[src/rtl/uart_tx_fifo.sv]
// UART transmitter fed by a word FIFO, with optional even/odd parity and 1 or 2 stop bits.
// Frames leave back-to-back while the FIFO holds data; the serial line is registered.
module uart_tx_fifo #(
  parameter int CLKRATE     = 100000000,
  parameter int BAUD        = 115200,
  parameter int WORD_LENGTH = 8,
  parameter int PARITY      = 0,
  parameter int STOP_BITS   = 1,
  parameter int FIFO_DEPTH  = 16
) (
  input  logic                          clk,
  input  logic                          rst,
  input  logic [WORD_LENGTH-1:0]        tx_data,
  input  logic                          tx_data_valid,
  output logic                          tx_data_ready,
  output logic                          tx_busy,
  output logic [$clog2(FIFO_DEPTH):0]   fifo_count,
  output logic                          UART_TX
);

  localparam int BAUD_DIV = CLKRATE / BAUD;
  localparam int CW       = (BAUD_DIV > 1) ? $clog2(BAUD_DIV) : 1;
  localparam int AW       = $clog2(FIFO_DEPTH);
  localparam logic [CW-1:0] BAUD_LAST = CW'(BAUD_DIV - 1);
  localparam logic [3:0]    DATA_LAST = 4'(WORD_LENGTH - 1);
  localparam logic [3:0]    STOP_LAST = 4'(STOP_BITS - 1);
  localparam logic [AW:0]   FULL_CNT  = (AW + 1)'(FIFO_DEPTH);

  if (PARITY < 0 || PARITY > 2) begin : g_bad_parity
    $error("uart_tx_fifo: PARITY must be 0, 1 or 2");
  end
  if (STOP_BITS != 1 && STOP_BITS != 2) begin : g_bad_stop
    $error("uart_tx_fifo: STOP_BITS must be 1 or 2");
  end
  if (FIFO_DEPTH < 2 || (FIFO_DEPTH & (FIFO_DEPTH - 1)) != 0) begin : g_bad_depth
    $error("uart_tx_fifo: FIFO_DEPTH must be a power of two >= 2");
  end
  if (BAUD_DIV < 2) begin : g_bad_baud
    $error("uart_tx_fifo: CLKRATE/BAUD must be >= 2");
  end
  if (WORD_LENGTH < 5 || WORD_LENGTH > 9) begin : g_bad_word
    $error("uart_tx_fifo: WORD_LENGTH must be 5..9");
  end

  typedef enum logic [2:0] {S_IDLE, S_START, S_DATA, S_PARITY, S_STOP} state_t;

  state_t                 state_q, state_d;
  logic [CW-1:0]          baud_q, baud_d;
  logic [3:0]             bit_q, bit_d;
  logic [WORD_LENGTH-1:0] shift_q, shift_d;
  logic                   par_q, par_d;
  logic                   line_q, line_d;

  logic [WORD_LENGTH-1:0] mem_q [FIFO_DEPTH];
  logic [AW-1:0]          wr_ptr_q, rd_ptr_q;
  logic [AW:0]            count_q;
  logic [WORD_LENGTH-1:0] head;
  logic                   push, pop, empty, full, tick;

  function automatic logic parity_of(input logic [WORD_LENGTH-1:0] w);
    return (PARITY == 2) ? ~^w : ^w;
  endfunction

  assign head          = mem_q[rd_ptr_q];
  assign empty         = (count_q == '0);
  assign full          = (count_q == FULL_CNT);
  assign tx_data_ready = ~rst & ~full;
  assign push          = tx_data_valid & tx_data_ready;
  assign tick          = (baud_q == BAUD_LAST);
  assign fifo_count    = count_q;
  assign tx_busy       = (state_q != S_IDLE) | ~empty;
  assign UART_TX       = line_q;

  always_comb begin
    state_d = state_q;
    baud_d  = baud_q;
    bit_d   = bit_q;
    shift_d = shift_q;
    par_d   = par_q;
    line_d  = 1'b1;
    pop     = 1'b0;
    if (state_q != S_IDLE) baud_d = tick ? '0 : baud_q + 1'b1;
    case (state_q)
      S_IDLE: begin
        baud_d = '0;
        pop    = ~empty;
      end
      S_START: begin
        line_d = 1'b0;
        if (tick) begin
          bit_d   = '0;
          state_d = S_DATA;
        end
      end
      S_DATA: begin
        line_d = shift_q[0];
        if (tick) begin
          shift_d = shift_q >> 1;
          bit_d   = bit_q + 4'd1;
          if (bit_q == DATA_LAST) begin
            bit_d   = '0;
            state_d = (PARITY != 0) ? S_PARITY : S_STOP;
          end
        end
      end
      S_PARITY: begin
        line_d = par_q;
        if (tick) begin
          bit_d   = '0;
          state_d = S_STOP;
        end
      end
      S_STOP: begin
        if (tick) begin
          bit_d = bit_q + 4'd1;
          if (bit_q == STOP_LAST) begin
            bit_d   = '0;
            state_d = S_IDLE;
            pop     = ~empty;
          end
        end
      end
      default: state_d = S_IDLE;
    endcase
    // A pop always starts a fresh frame, from IDLE or straight out of STOP.
    if (pop) begin
      shift_d = head;
      par_d   = parity_of(head);
      baud_d  = '0;
      bit_d   = '0;
      state_d = S_START;
    end
  end

  always_ff @(posedge clk) begin
    if (rst) begin
      state_q <= S_IDLE;
      baud_q  <= '0;
      bit_q   <= '0;
      shift_q <= '0;
      par_q   <= 1'b0;
      line_q  <= 1'b1;
    end else begin
      state_q <= state_d;
      baud_q  <= baud_d;
      bit_q   <= bit_d;
      shift_q <= shift_d;
      par_q   <= par_d;
      line_q  <= line_d;
    end
  end

  always_ff @(posedge clk) begin
    if (rst) begin
      wr_ptr_q <= '0;
      rd_ptr_q <= '0;
      count_q  <= '0;
    end else begin
      if (push) wr_ptr_q <= wr_ptr_q + 1'b1;
      if (pop)  rd_ptr_q <= rd_ptr_q + 1'b1;
      case ({push, pop})
        2'b10:   count_q <= count_q + 1'b1;
        2'b01:   count_q <= count_q - 1'b1;
        default: count_q <= count_q;
      endcase
    end
  end

  always_ff @(posedge clk) begin
    if (push) mem_q[wr_ptr_q] <= tx_data;
  end

endmodule
[config.mk]
export PLATFORM = sky130hd
export DESIGN_NAME = uart_tx_fifo
export DESIGN_NICKNAME = d
export VERILOG_FILES = /design/src/rtl/uart_tx_fifo.sv
export SDC_FILE = /design/constraint.sdc
export NUM_CORES = 1
export LEC_CHECK = 0
export ABC_AREA = 1
export CAP_MARGIN = 20
export CORE_MARGIN = 2
export CORE_UTILIZATION = 62
export CTS_BUF_LIST = sky130_fd_sc_hd__clkbuf_16
export CTS_CLUSTER_DIAMETER = 150
export DETAILED_ROUTE_END_ITERATION = 10
export PLACE_DENSITY = 0.76
export REMOVE_ABC_BUFFERS = 1
export SLEW_MARGIN = 25
export SYNTH_ARGS = -nofsm -noshare
export SYNTH_HDL_FRONTEND = slang
export SYNTH_SLANG_ARGS = --single-unit
[constraint.sdc]
create_clock -name clk -period 3.16 [get_ports clk]
set_input_delay 0.632 -clock clk [delete_from_list [all_inputs] [get_ports clk]]
set_output_delay 0.632 -clock clk [all_outputs]
set_load 0.01 [all_outputs]
# After elaboration in Yosys (flattened, before gate mapping)
# Memory sizes are Yosys's and may differ from the RTL's. A register that Yosys moved wholly into a read port is not among the register bits.
# Index checks and enable logic that the tools add are counted.
totals:
  register_bits: 40
  ram_bits: 128
  inputBits: 11
  output_inout_bits: 8
  wordCells: 90
  n_memories: 1
memory_table:
  columns: ["memory", "words", "word_bits", "rd", "rd_clocked_by_memory_dff", "write_ports", "line_no", "source"]
  rows:
  - ["mem_q", 16, 8, 1, 1, 1, "54", "logic [WORD_LENGTH-1:0] mem_q [FIFO_DEPTH];"]
op_classes:
  n_addsub: 6
  n_eq_ne: 23
  muxes: 27
  bitwise_logic: 7
  n_reduce_logical: 16
op_table:
  columns: ["operator", "n"]
  rows:
  - ["two-way mux 4 bit", 7]
  - ["two-way mux 8 bit", 3]
  - ["two-way mux 3 bit", 6]
  - ["!= test 3 bit, second input constant", 6]
  - ["case mux 3 bit (5 select lines)", 1]
  - ["!= test 2 bit, second input constant", 7]
  - ["AND reduction 7 bit", 2]
  - ["adder 4 x 1 -> 4 bit, second input constant", 3]
  - ["case mux 4 bit (3 select lines)", 1]
  - ["adder 10 x 1 -> 10 bit, second input constant", 1]
  - ["== test 10 bit, second input constant", 1]
  - ["two-way mux 10 bit", 1]
  - ["case mux 5 bit (2 select lines)", 1]
  - ["parity 8 bit", 1]
  - ["== test 3 x 2 -> 1 bit, second input constant", 2]
  - ["nonzero test 2 bit", 3]
  - ["nonzero test 3 bit", 2]
  - ["adder 5 x 1 -> 5 bit, second input constant", 1]
  - ["== test 5 bit, second input constant", 1]
  - ["zero test 5 bit", 1]
  - ["two-way mux 1 bit", 5]
  - ["subtractor 5 x 1 -> 5 bit, second input constant", 1]
  - ["== test 4 x 3 -> 1 bit, second input constant", 1]
  - ["zero test 4 bit", 1]
  - ["15 further kinds", 20]

# Depth between registers and ports, before layout
depth:
  ltp_word: 7
  mapped_depth: 19
  depth_no_buf: 17

# Worst setup path after synthesis
# OpenSTA, ideal clock, no wires.
synth_timing:
  path_kind: "register to register"
  start: "reg baud_q[0]"
  end: "reg count_q[4] (netlist: fifo_count[4])"
  setup_time_ns: 0.070
  arrival_ns: 2.636
  required_time_ns: 3.090
  path_slack_ns: 0.454
  path_stages_with_launch: 16
  path_buffers: 1
  synth_period_minus_slack_ns: 2.706
  cell_sequence: "dfxtp_1 -> ha_1 -> nand3_1 -> nor3_4 -> nand3_1 -> nand2_1 -> buf_2 -> ha_1 -> xor2_1 -> ha_1 -> inv_1 -> nand2_1 -> nand2_1 -> o311ai_0 -> o21ai_0 -> a21oi_1"
synth_between:
  elab_chain_cells: 5
  elab_cells_between_ends: 7
  cone_classes: "3 x eq/ne; 3 x mux; 1 x reduce/logical"
synth_rtl:
  columns: ["item", "line_no", "source"]
  rows:
  - ["start, declared", "48", "logic [CW-1:0] baud_q, baud_d;"]
  - ["start signal, assigned", "145", "baud_q <= baud_d;"]
  - ["== test 10 bit *", "69", "assign tick = (baud_q == BAUD_LAST);"]
  - ["two-way mux 1 bit *", "114", "if (tick) begin"]
  - ["case mux 1 bit (2 select lines) *", "83", "case (state_q)"]
  - ["via pop", "58", "logic push, pop, empty, full, tick;"]
  - ["== test 2 x 1 -> 1 bit / == test 2 bit (equally long branches)", "161", "case ({push, pop})"]
  - ["case mux 5 bit (2 select lines) / nonzero test 2 bit (equally long branches)", null, null]
  - ["end signal, assigned", "162", "2'b10: count_q <= count_q + 1'b1;"]
  - ["end signal, assigned", "163", "2'b01: count_q <= count_q - 1'b1;"]
  - ["end signal, assigned", "164", "default: count_q <= count_q;"]
  - ["end, declared", "56", "logic [AW:0] count_q;"]
# The timed path passes the listed nets; every way through them passes the cells marked *.
# A chain may end at the register's enable or synchronous reset.

# Worst setup path after layout
layout_timing:
  start: "reg baud_q[0]"
  end: "reg count_q[4] (netlist: fifo_count[4])"
layout_between:
  elab_chain_cells: 5
  elab_cells_between_ends: 7
  cone_classes: "3 x eq/ne; 3 x mux; 1 x reduce/logical"
layout_rtl:
  columns: ["item", "line_no"]
  rows:
  - ["== test 10 bit *", "69"]
  - ["two-way mux 1 bit *", "114"]
  - ["case mux 1 bit (2 select lines) *", "83"]
  - ["== test 2 x 1 -> 1 bit / == test 2 bit (equally long branches)", "161"]
  - ["case mux 5 bit (2 select lines) / nonzero test 2 bit (equally long branches)", null]
# Mark *: on every way between the ends. The rest lies on a longest branch, timed or not.

==> impl_results.md <==
* Outcome: finished, final reports clean
* Fin. Hold Viols at 0
* Number of fill cells in the layout at 876
* Max_slew headroom at 0.438
* TritonCTS Buffers at 17
* Hpwl dp at 10900 um
* Clock Latency Late Sink at 0.42 ns
* DIE WIDTH at 116 um
* Via density at 5.61
* Worst EP arrival at 3.23 ns
* Ports at 19
* Least-Margin Pin Slew at 0.842 ns
* Worst Path Max Fanout at 5
* Setup tns final at 0 ns
* Kind of critical path: flop to flop
* TritonRoute pass-1 iters at 5
* Drt total wl at 16800 um
* Required @ worst endpoint at 3.52 ns
* Final Skew at 0.00543 ns
* EDFF count, synth at 128
* Final setup vio count at 0
* Period utilization at 0.907
* Tmin final at 2.87 ns
* Post-synthesis sequential area ratio at 0.612
* Site Rows at 40
* CP peak stage delay at 0.39 ns
* FMAX at 349 MHz
* Synth Cell Area at 7710 um2
* Seq cells post-synth at 172
* Clk buf depth at 2
* P&R area growth vs syn at 13.1%
* Sequential cell area at 4730 um2
* Area of the multi-input gates at 2450 um2
* Initial antenna violation count at 0
* Yosys warnings at 0
* CP endpoint kind: flop
* Largest net degree at the start of global routing at 70
* Clk sinks at 172
* Post-synth ARST share at 0
* P_leak at 3.62 nW
* Final hold slack at 0.468 ns
* CTS tree: built
* PortBufs at 18
* Commonest cells after routing, fill and taps aside: nand2_1, edfxtp_1, inv_1, nand3_1, nor2_1
* Clock-pin slew on the worst setup and hold paths at 0.06 ns
* Final Core Density at 0.723
* CP max stage cell: o311ai_0
* Worst VDD drop at 0.866 mV
* Initial core utilization at 0.640
* Antenna Nets Post-Route at 0
* # Max-Cap Violations at 0
* Diode count at 0
* CP startpoint kind: flop
* Wire per inst at 16.1 um
* Number of H-tree levels at 4
* Nets at 887
* Mapped Cells at 829
* Die area at 13300 um2
* Drt drc at 0
* Final Max Tran Viols at 0
* GP Congestion at 0.848
* Die Ht at 116 um
* Fraction of layout cells with a size suffix above 1 at 0.0789
* Initial DRC Count at 722
* Gr ovfl total at 0
* CP Cell Sequence: ha_2 -> nand3_1 -> nor3_4 -> nand3_1 -> nand2_2 -> ha_2 -> xor2_1 -> ha_1 -> inv_1 -> nand2_1 -> nand2_1 -> o311ai_0 -> o21ai_0 -> a21oi_1
* Post-synth cell types at 35
* Total power density per cell area at 836 nW/um2
* CTS root buf: clkbuf_16
* Via count at 5847
* Hold Path Class: flop to flop
* Syn Area/Cell at 9.30 um2
* Vias in the first global route at 5632
* Global router's overall resource usage at 0.273
* Most common cell after layout, fill and taps aside: nand2_1
* RSZ-0062 raised after global routing: false
* Most used DFF post-synth: edfxtp_1
* Core Footprint at 12100 um2
* Wire length of the first global-routing pass at 27500 um
-- synth_stat cells, drive strengths merged, types with 4 or more instances --
cell      n  area share
nor3      5      0.0047
o21ai    27       0.018
edfxtp  128        0.50
nor2     73       0.036
o211ai    6      0.0071
a21oi    28       0.018
inv     101       0.049
a211oi    5      0.0049
dfxtp    44        0.11
clkbuf    5      0.0024
nand2   264        0.13
buf      23       0.019
ha       11       0.018
nand3    82       0.054
xor2      6      0.0068
xnor2     4      0.0045
nand4     5      0.0041
-- layout make-up --
| class | count | area share |
|---|---|---|
| Clock buffer | 17 | 0.0488 |
| Sequential cell | 172 | 0.542 |
| Tap cell | 168 | 0.0241 |
| Inverter | 101 | 0.0437 |
| Clock inverter | 12 | 0.0152 |
| Timing Repair Buffer | 45 | 0.0456 |
| Multi-Input combinational cell | 528 | 0.281 |
-- flip-flops by register name, indices dropped and copies added, names as in the netlist, 3 cells and up, named ones only --
register    count
state_q         3
baud_q         10
mem_q         128
shift_q         8
wr_ptr_q        4
fifo_count      5
rd_ptr_q        4
bit_q           4
-- per-stage QoR --
step | power, W | cell area [um2] | std cells | setup slack, ns
2_1_floorplan | 0.00449 | 7550 | 801 | 0.0588
4_1_cts | 0.00727 | 8700 | 1041 | 0.0412
3_3_place_gp | 0.00514 | 8140 | 1012 | 0.287
3_5_place_dp | 0.00527 | 8140 | 1012 | 0.118
5_1_grt | 0.00776 | 8720 | 1043 | 0.0261
6_report | 0.00729 | 8720 | 1043 | 0.293
-- power by group --
| part | internal (W) | leakage, nW | switching, W |
|---|---|---|---|
| logic | 0.000843 | 1.84 | 0.00176 |
| registers | 0.00257 | 1.51 | 0.000115 |
| clock network | 0.00121 | 0.265 | 0.000795 |
| total | 0.00462 | 3.62 | 0.00267 |
-- kinds of logic (layout without fill, tap and decap cells) --
family | after synthesis | in the layout | share of synthesized area
DFF | 172 | 172 | 0.612
and+or+nand+nor | 434 | 434 | 0.232
adders and majority gates | 11 | 11 | 0.0178
AOI/OAI and AO/OA | 73 | 73 | 0.0553
buffers and inverters | 129 | 175 | 0.0709
xor gates and xnor gates | 10 | 10 | 0.0114
-- routing by layer --
layer | vias up | routed length, um | GRT usage
met5 | - | 0 | 0
li1 | 2789 | - | -
met4 | 0 | 510 | 0.129
met2 | 246 | 8300 | 0.451
met1 | 2768 | 6900 | 0.351
met3 | 44 | 1130 | 0.0523
-- final timing paths --
| check | startpoint | end | slack [ns] | cells past startpoint |
|---|---|---|---|---|
| setup reg to reg | baud_q[0]$_SDFFE_PP0P_ | fifo_count[4]$_SDFFE_PP0P_ | 0.29 | 14 |
| hold / removal | shift_q[7]$_SDFFE_PP0P_ | shift_q[7]$_SDFFE_PP0P_ | 0.47 | 2 |
| hold reg to reg | shift_q[7]$_SDFFE_PP0P_ | shift_q[7]$_SDFFE_PP0P_ | 0.47 | 2 |
| setup / recovery | baud_q[0]$_SDFFE_PP0P_ | fifo_count[4]$_SDFFE_PP0P_ | 0.29 | 14 |
-- critical path, delay by kind of cell, from the launching register on --
kind | cells | cell delay (ns)
compound gates | 3 | 0.65
flops | 1 | 0.36
simple gates | 6 | 0.85
xor+xnor | 1 | 0.23
fa+ha+maj | 3 | 0.67
buf+inv | 1 | 0.04
-- what timing repair did --
item / CTS / global route
hold buffers: 0 / 0
resized for setup: 0 / 4
pin swaps: 1 / 1
endpoints found under the setup margin: 1 / 2
setup buffers: 0 / 2
Power figures use the tool's default switching activity.
